[src/rtl/muldiv_pkg.sv]
// Purpose: shared constants and types for the M-extension multiply/divide unit.
//   XLEN/ITER    : datapath width and iteration count
//   OP_*         : ALU_OP encodings of the eight M-extension ops
//   state_e      : control FSM states
package muldiv_pkg;

   localparam int unsigned XLEN  = 32;
   localparam int unsigned ITER  = 32;
   localparam int unsigned CNT_W = $clog2(ITER);
   localparam int unsigned OP_W  = 5;
   localparam int unsigned RD_W  = 5;

   localparam logic [OP_W-1:0] OP_MUL    = 5'h10;
   localparam logic [OP_W-1:0] OP_MULH   = 5'h11;
   localparam logic [OP_W-1:0] OP_MULHSU = 5'h12;
   localparam logic [OP_W-1:0] OP_MULHU  = 5'h13;
   localparam logic [OP_W-1:0] OP_DIV    = 5'h14;
   localparam logic [OP_W-1:0] OP_DIVU   = 5'h15;
   localparam logic [OP_W-1:0] OP_REM    = 5'h16;
   localparam logic [OP_W-1:0] OP_REMU   = 5'h17;

   typedef enum logic [1:0] {
      IDLE = 2'd0,
      CALC = 2'd1,
      DONE = 2'd2
   } state_e;

   // True for any op in the M-extension group (ALU_OP[4:3] == 2'b10).
   function automatic logic is_md_op(input logic [OP_W-1:0] op);
      return op[4:3] == 2'b10;
   endfunction

endpackage

[src/rtl/mdu_iter_core.sv]
// Purpose: iterative multiply/divide datapath, one radix-2 step per i_step.
//   i_load     : latch op, operand magnitudes and result sign
//   i_step     : perform one shift-add (mul) or restoring shift-subtract (div) step
//   i_func     : low three bits of the op code
//   i_data1/2  : rs1 / rs2 operands
//   o_result_c : signed-corrected result as it will be after the current step
module mdu_iter_core
   import muldiv_pkg::*;
(
   input  logic            clk,
   input  logic            rst_n,
   input  logic            i_load,
   input  logic            i_step,
   input  logic [2:0]      i_func,
   input  logic [XLEN-1:0] i_data1,
   input  logic [XLEN-1:0] i_data2,
   output logic [XLEN-1:0] o_result_c
);

   logic [2:0]        r_func;
   logic              r_neg;
   logic [XLEN-1:0]   r_hi;     // product high half / partial remainder
   logic [XLEN-1:0]   r_lo;     // multiplier, product low half / dividend -> quotient
   logic [XLEN-1:0]   r_opnd;   // multiplicand / divisor magnitude

   logic              w_sgn1;
   logic              w_sgn2;
   logic              w_div0;
   logic              w_load_neg;
   logic [XLEN-1:0]   w_mag1;
   logic [XLEN-1:0]   w_mag2;
   logic [XLEN:0]     w_sum;
   logic [XLEN:0]     w_shift;
   logic [XLEN:0]     w_diff;
   logic [XLEN-1:0]   w_hi_nx;
   logic [XLEN-1:0]   w_lo_nx;
   logic [2*XLEN-1:0] w_prod;
   logic [2*XLEN-1:0] w_prod_s;
   logic [XLEN-1:0]   w_dres;
   logic [XLEN-1:0]   w_dres_s;

   // Operand signs, magnitudes and the sign to apply to the final result.
   always_comb begin
      w_sgn1 = 1'b0;
      w_sgn2 = 1'b0;
      case (i_func)
         OP_MUL[2:0], OP_MULH[2:0], OP_DIV[2:0], OP_REM[2:0]: begin
            w_sgn1 = i_data1[XLEN-1];
            w_sgn2 = i_data2[XLEN-1];
         end
         OP_MULHSU[2:0]: w_sgn1 = i_data1[XLEN-1];
         default: ;
      endcase
      w_mag1 = w_sgn1 ? (~i_data1 + XLEN'(1)) : i_data1;
      w_mag2 = w_sgn2 ? (~i_data2 + XLEN'(1)) : i_data2;
      w_div0 = (i_data2 == '0);
      // Divide-by-zero quotient stays all-ones; remainder follows the dividend sign.
      if (i_func[2])
         w_load_neg = i_func[1] ? w_sgn1 : ((w_sgn1 ^ w_sgn2) & ~w_div0);
      else
         w_load_neg = w_sgn1 ^ w_sgn2;
   end

   // One iteration step and the corrected result it would produce.
   always_comb begin
      w_sum   = r_lo[0] ? ({1'b0, r_hi} + {1'b0, r_opnd}) : {1'b0, r_hi};
      w_shift = {r_hi, r_lo[XLEN-1]};
      w_diff  = w_shift - {1'b0, r_opnd};
      if (r_func[2]) begin
         if (!w_diff[XLEN]) begin
            w_hi_nx = w_diff[XLEN-1:0];
            w_lo_nx = {r_lo[XLEN-2:0], 1'b1};
         end else begin
            w_hi_nx = w_shift[XLEN-1:0];
            w_lo_nx = {r_lo[XLEN-2:0], 1'b0};
         end
      end else begin
         w_hi_nx = w_sum[XLEN:1];
         w_lo_nx = {w_sum[0], r_lo[XLEN-1:1]};
      end

      w_prod   = {w_hi_nx, w_lo_nx};
      w_prod_s = r_neg ? (~w_prod + (2*XLEN)'(1)) : w_prod;
      w_dres   = r_func[1] ? w_hi_nx : w_lo_nx;
      w_dres_s = r_neg ? (~w_dres + XLEN'(1)) : w_dres;

      if (r_func[2])
         o_result_c = w_dres_s;
      else if (r_func == OP_MUL[2:0])
         o_result_c = w_prod_s[XLEN-1:0];
      else
         o_result_c = w_prod_s[2*XLEN-1:XLEN];
   end

   // Datapath registers: load on acceptance, advance one step per i_step.
   always_ff @(posedge clk or negedge rst_n) begin
      if (!rst_n) begin
         r_func <= '0;
         r_neg  <= 1'b0;
         r_hi   <= '0;
         r_lo   <= '0;
         r_opnd <= '0;
      end else if (i_load) begin
         r_func <= i_func;
         r_neg  <= w_load_neg;
         r_hi   <= '0;
         r_lo   <= i_func[2] ? w_mag1 : w_mag2;
         r_opnd <= i_func[2] ? w_mag2 : w_mag1;
      end else if (i_step) begin
         r_hi   <= w_hi_nx;
         r_lo   <= w_lo_nx;
      end
   end

endmodule

[src/rtl/ex_muldiv_unit.sv]
// Purpose: EX-stage multi-cycle multiply/divide unit with pipeline stall handshake.
//   CLK, RESET_N         : clock, async active-low reset
//   START, IN_ALU_OP     : ID/EX holds an op; op code selects the M-extension function
//   IN_DATA1, IN_DATA2   : rs1 / rs2 operands
//   IN_RD                : destination register of the op
//   FLUSH                : kill request, aborts any operation in flight
//   BUSY                 : stall request to PC, IF/ID and ID/EX
//   OUT_VALID            : one-cycle result strobe (DONE state)
//   OUT_RESULT, OUT_RD   : result and its destination, held between results
module ex_muldiv_unit
   import muldiv_pkg::*;
(
   input  logic            CLK,
   input  logic            RESET_N,
   input  logic            START,
   input  logic [4:0]      IN_ALU_OP,
   input  logic [31:0]     IN_DATA1,
   input  logic [31:0]     IN_DATA2,
   input  logic [4:0]      IN_RD,
   input  logic            FLUSH,
   output logic            BUSY,
   output logic            OUT_VALID,
   output logic [31:0]     OUT_RESULT,
   output logic [4:0]      OUT_RD
);

   state_e            r_state;
   state_e            w_state_nx;
   logic [CNT_W-1:0]  r_cnt;
   logic [RD_W-1:0]   r_rd;
   logic [XLEN-1:0]   r_out_result;
   logic [RD_W-1:0]   r_out_rd;

   logic              w_op_valid;
   logic              w_accept;
   logic              w_step;
   logic              w_finish;
   logic [XLEN-1:0]   w_result_c;

   assign w_op_valid = is_md_op(IN_ALU_OP);

   // State register.
   always_ff @(posedge CLK or negedge RESET_N) begin
      if (!RESET_N) r_state <= IDLE;
      else          r_state <= w_state_nx;
   end

   // Next state and datapath controls; START is ignored outside IDLE.
   always_comb begin
      w_state_nx = r_state;
      w_accept   = 1'b0;
      w_step     = 1'b0;
      w_finish   = 1'b0;
      case (r_state)
         IDLE: begin
            if (START && w_op_valid && !FLUSH) begin
               w_state_nx = CALC;
               w_accept   = 1'b1;
            end
         end
         CALC: begin
            if (FLUSH) begin
               w_state_nx = IDLE;
            end else begin
               w_step = 1'b1;
               if (r_cnt == CNT_W'(ITER - 1)) begin
                  w_state_nx = DONE;
                  w_finish   = 1'b1;
               end
            end
         end
         DONE:    w_state_nx = IDLE;
         default: w_state_nx = IDLE;
      endcase
   end

   // Handshake outputs follow the state and live inputs; both forced low in reset.
   assign BUSY      = RESET_N & (((r_state == IDLE) & START & w_op_valid & ~FLUSH) |
                                 (r_state == CALC));
   assign OUT_VALID = RESET_N & (r_state == DONE) & ~FLUSH;

   // Iteration counter and latched destination register.
   always_ff @(posedge CLK or negedge RESET_N) begin
      if (!RESET_N) begin
         r_cnt <= '0;
         r_rd  <= '0;
      end else if (w_accept) begin
         r_cnt <= '0;
         r_rd  <= IN_RD;
      end else if (w_step) begin
         r_cnt <= r_cnt + CNT_W'(1);
      end
   end

   // Result registers load only on the final step so they hold until the next result.
   always_ff @(posedge CLK or negedge RESET_N) begin
      if (!RESET_N) begin
         r_out_result <= '0;
         r_out_rd     <= '0;
      end else if (w_finish) begin
         r_out_result <= w_result_c;
         r_out_rd     <= r_rd;
      end
   end

   assign OUT_RESULT = r_out_result;
   assign OUT_RD     = r_out_rd;

   mdu_iter_core u_core (
      .clk        (CLK),
      .rst_n      (RESET_N),
      .i_load     (w_accept),
      .i_step     (w_step),
      .i_func     (IN_ALU_OP[2:0]),
      .i_data1    (IN_DATA1),
      .i_data2    (IN_DATA2),
      .o_result_c (w_result_c)
   );

endmodule

[config.mk]
export PLATFORM = sky130hd
export DESIGN_NAME = ex_muldiv_unit
export DESIGN_NICKNAME = d
export VERILOG_FILES = /design/src/rtl/muldiv_pkg.sv /design/src/rtl/mdu_iter_core.sv /design/src/rtl/ex_muldiv_unit.sv
export SDC_FILE = /design/constraint.sdc
export NUM_CORES = 1
export LEC_CHECK = 0
export ABC_AREA = 1
export CORE_AREA = 2 2 202 204
export DETAILED_ROUTE_END_ITERATION = 10
export DIE_AREA = 0 0 204 206
export MAX_ROUTING_LAYER = met4
export PLACE_DENSITY = 0.74
export SYNTH_ARGS = -nofsm -noshare
export SYNTH_HDL_FRONTEND = slang
export SYNTH_SLANG_ARGS = --single-unit
[constraint.sdc]
create_clock -name CLK -period 10.7 [get_ports CLK]
set_input_delay 1.07 -clock CLK [delete_from_list [all_inputs] [get_ports CLK]]
set_output_delay 1.07 -clock CLK [all_outputs]
set_load 0.02 [all_outputs]
==> metrics <==
Worst-Skew Late Latency 0.46 ns; clock-pin slew on the worst setup and hold paths 0.07 ns; prevailing post-synth register cell dfrtp_1; nets 3259; hold-fix buffers at CTS 0; # rows 74; Sw Pwr 0.00404 W; Avg Inst Size Synth 5.84 sq um; Fin. Hold Viols 0; clk sink count 149; CTS H-tree lvls 4; Total Neg Setup Slack 0 ns; crit path DAT 5.45 ns; Total Wirelength 75.9 mm; cell area after synthesis 17800 sq um; hold depth 2; TritonCTS clock tree built; Worst R2R Start u_core.r_opnd[0]$_DFFE_PN0P_; CP max FO 9; critical path class register to register; Hold WC Path Type register to register; Post-synth EDFFs 0; Die W 204 um; PostCTS Resize Cnt 0; vias per cell 5.75; core box area 40200 sq um; Cells after Synth 3049; Worst EP required 11.09 ns; Static Leak 10.2 nW; first-pass GRT wire length 115 mm; vias in the first global route 19133; cells on worst reg2reg path 36; Post-Syn Nets 3199; Tmin final 5.05 ns; P_int 0.00254 W; sequential element share of the synthesized area 20.9%; commonest non-fill, non-tap cell in the layout nand2_1; Least-Margin Pin Slew 1.21 ns; DR WL/cell 20.8 um; number of synthesized register bits 149; maximum vdd drop 0.000172 V; Detail Route Antenna Nets 0; DRC viols 0; largest net degree at the start of global routing 86; Critical R2R Capture OUT_RESULT[26]$_DFFE_PN0P_; Max Cap Viol 0; Max clock buf depth 2; First DRT Iteration DRCs 2860; Top Ports 117; RSZ-0062 raised after global routing no; skew final 0.0136 ns; Worst setup SP type register; Hold Path Sink OUT_RESULT[15]$_DFFE_PN0P_; vias 21001; DP HPWL 60.0 mm; Final period util 47.2%; P&R area growth vs syn 12.7%; r2r setup slk 5.65 ns; largest family of logic cells by synthesized area simple AND/OR/NAND/NOR gates; Achievable Freq 198 MHz; first-pass detailed-route iteration total 6; # setup viols final 0; CP max stage cell fa_1; Top Family by Delay on Critical Path simple AND/OR/NAND/NOR gates; Crit. End Element register; Cell Pwr Density 328 nW/um^2; fin util 49.9%; gpl congestion 1.07; Synth Area in XOR/XNOR 4.58%; layout cells sized above 1 5.99%; post-synthesis mux area share 0%; CP Buf/Inv Count 3; post-synth cell types 57; Overflow after GRT 0; post-CTS setup buffer count 0; slowest stage delay, CP 0.43 ns; I/O Buffers 116; Final Max Tran Viols 0; Async S/R FF share, synth 100%; Net Sw Frac 61.4%; dpl cells 3622; Yosys Warn Count 0; GRT Overall Usage 37.3%; Hold Crit Start OUT_RESULT[15]$_DFFE_PN0P_; CTS buffer count 17; full die area 42000 sq um; outcome finished clean; clock power share 10.3%; CTS root buf clkbuf_16; most frequent cells in the layout nand2_1 (924), inv_1 (428), nor2_1 (302); fin cells 3655; initial antenna violation count 1; CP dominant cell by count nand2_1; sequential power share 14.1%; Hold Slack 0.480 ns; total power 0.00658 W; Starting Density 44.3%; Gate power share 75.6%; Synth Area in Simple Gates 39.1%; Die Y 206 um; slew margin rel. 18.3%; post-synthesis adder-cell area fraction 5.14%; compound-gate portion of the synthesized area 18.2%
-- how the worst max path moves through the flow --
stage | startpoint | to | slack [ns] | cells past startpoint
final | u_core.r_opnd[0]$_DFFE_PN0P_ | OUT_RESULT[26]$_DFFE_PN0P_ | 5.65 | 36
after global routing | u_core.r_opnd[0]$_DFFE_PN0P_ | OUT_RESULT[26]$_DFFE_PN0P_ | 5.18 | 36
after CTS | u_core.r_lo[31]$_DFFE_PN0P_ | OUT_RESULT[26]$_DFFE_PN0P_ | 5.79 | 37
after detailed placement | u_core.r_opnd[0]$_DFFE_PN0P_ | OUT_RESULT[26]$_DFFE_PN0P_ | 5.86 | 36
after global placement | u_core.r_opnd[0]$_DFFE_PN0P_ | OUT_RESULT[10]$_DFFE_PN0P_ | 5.96 | 34
after floorplan | u_core.r_opnd[0]$_DFFE_PN0P_ | OUT_RESULT[12]$_DFFE_PN0P_ | 6.66 | 34
-- worst min-delay path, cell delays in order (launching register included) --
cell and delay (ns):
dfrtp_1 0.34, nand2_1 0.05, nand2_1 0.05
-- logic make-up (layout without fill, tap and decap cells) --
| group | after synthesis | count (layout) |
|---|---|---|
| flip-flops | 149 | 149 |
| XOR/XNOR | 93 | 93 |
| adder cells (fa/ha/maj) | 72 | 72 |
| AND/OR/NAND/NOR | 1632 | 1632 |
| other | 0 | 1 |
| buffers and inverters | 550 | 623 |
| AO/OA/AOI/OAI | 553 | 553 |
-- cell type report --
| type | instances | area, sq um |
|---|---|---|
| repair buffers | 148 | 1400 |
| flip-flops and latches | 149 | 3730 |
| inverters | 443 | 1660 |
| multi-input cells | 2350 | 12000 |
| clock buffers | 21 | 460 |
| diodes | 1 | 2.50 |
| clock inverters | 11 | 174 |
| well taps | 532 | 666 |
| fillers | 4355 | 20100 |
-- registers in the layout (all words and copies together) (netlist names) --
name           count
OUT_RD             5
OUT_RESULT        32
r_cnt              5
r_rd               5
r_state            2
u_core.r_func      3
u_core.r_hi       32
u_core.r_lo       32
u_core.r_neg       1
u_core.r_opnd     32
-- synthesized netlist by cell type (6+ instances only) --
cell      number  share of area (%)
nand2_1      926                 20
inv_1        428                9.0
nor2_1       304                6.4
nand3_1      213                6.0
o21ai_0      206                5.8
a21oi_1      158                4.4
dfrtp_1      149                 21
ha_1          70                4.9
clkbuf_1      68                1.4
xor2_1        57                2.8
nand4_1       38                1.3
nor3_1        38                1.1
nand2_2       36                1.3
xnor2_1       36                1.8
o22ai_1       33                1.2
a22oi_1       25                1.1
buf_2         24               0.67
o211ai_1      22               0.93
nand3b_1      20               0.84
o21ai_2       20               0.98
o21ai_1       18               0.51
o221ai_1      17               0.84
nand3_2       14               0.79
nor2_2        14               0.49
buf_1         11               0.23
a31oi_1       10               0.35
inv_2          9               0.19
o21bai_1       9               0.38
nand2_4        8               0.51
clkinv_1       6               0.13
o31ai_1        6               0.25
-- metal layers --
metal | global-route usage, % | wire length (um) | vias up
met5 | - | 0 | -
li1 | - | - | 9981
met3 | 7.28 | 7840 | 276
met1 | 46.8 | 30300 | 9442
met4 | 24.5 | 5720 | 0
met2 | 54.6 | 32000 | 1302
-- power groups by stage --
stage                     combinational [W]  sequential (W)  clock (W)
after floorplan                     0.00344        0.000803          0
after global placement              0.00480        0.000912          0
after detailed placement            0.00478        0.000916          0
after CTS                           0.00482        0.000909   0.000676
after global routing                0.00543        0.000930   0.000698
final                               0.00497        0.000925   0.000678
-- per-stage QoR --
| step | setup slack, ns | cell area [sq um] |
|---|---|---|
| floorplan | 6.66 | 17800 |
| global placement | 5.96 | 19400 |
| detailed placement | 5.86 | 19400 |
| CTS | 5.79 | 20100 |
| global route | 5.18 | 20100 |
| finish | 5.65 | 20100 |
(Power assumes the default switching activity.)
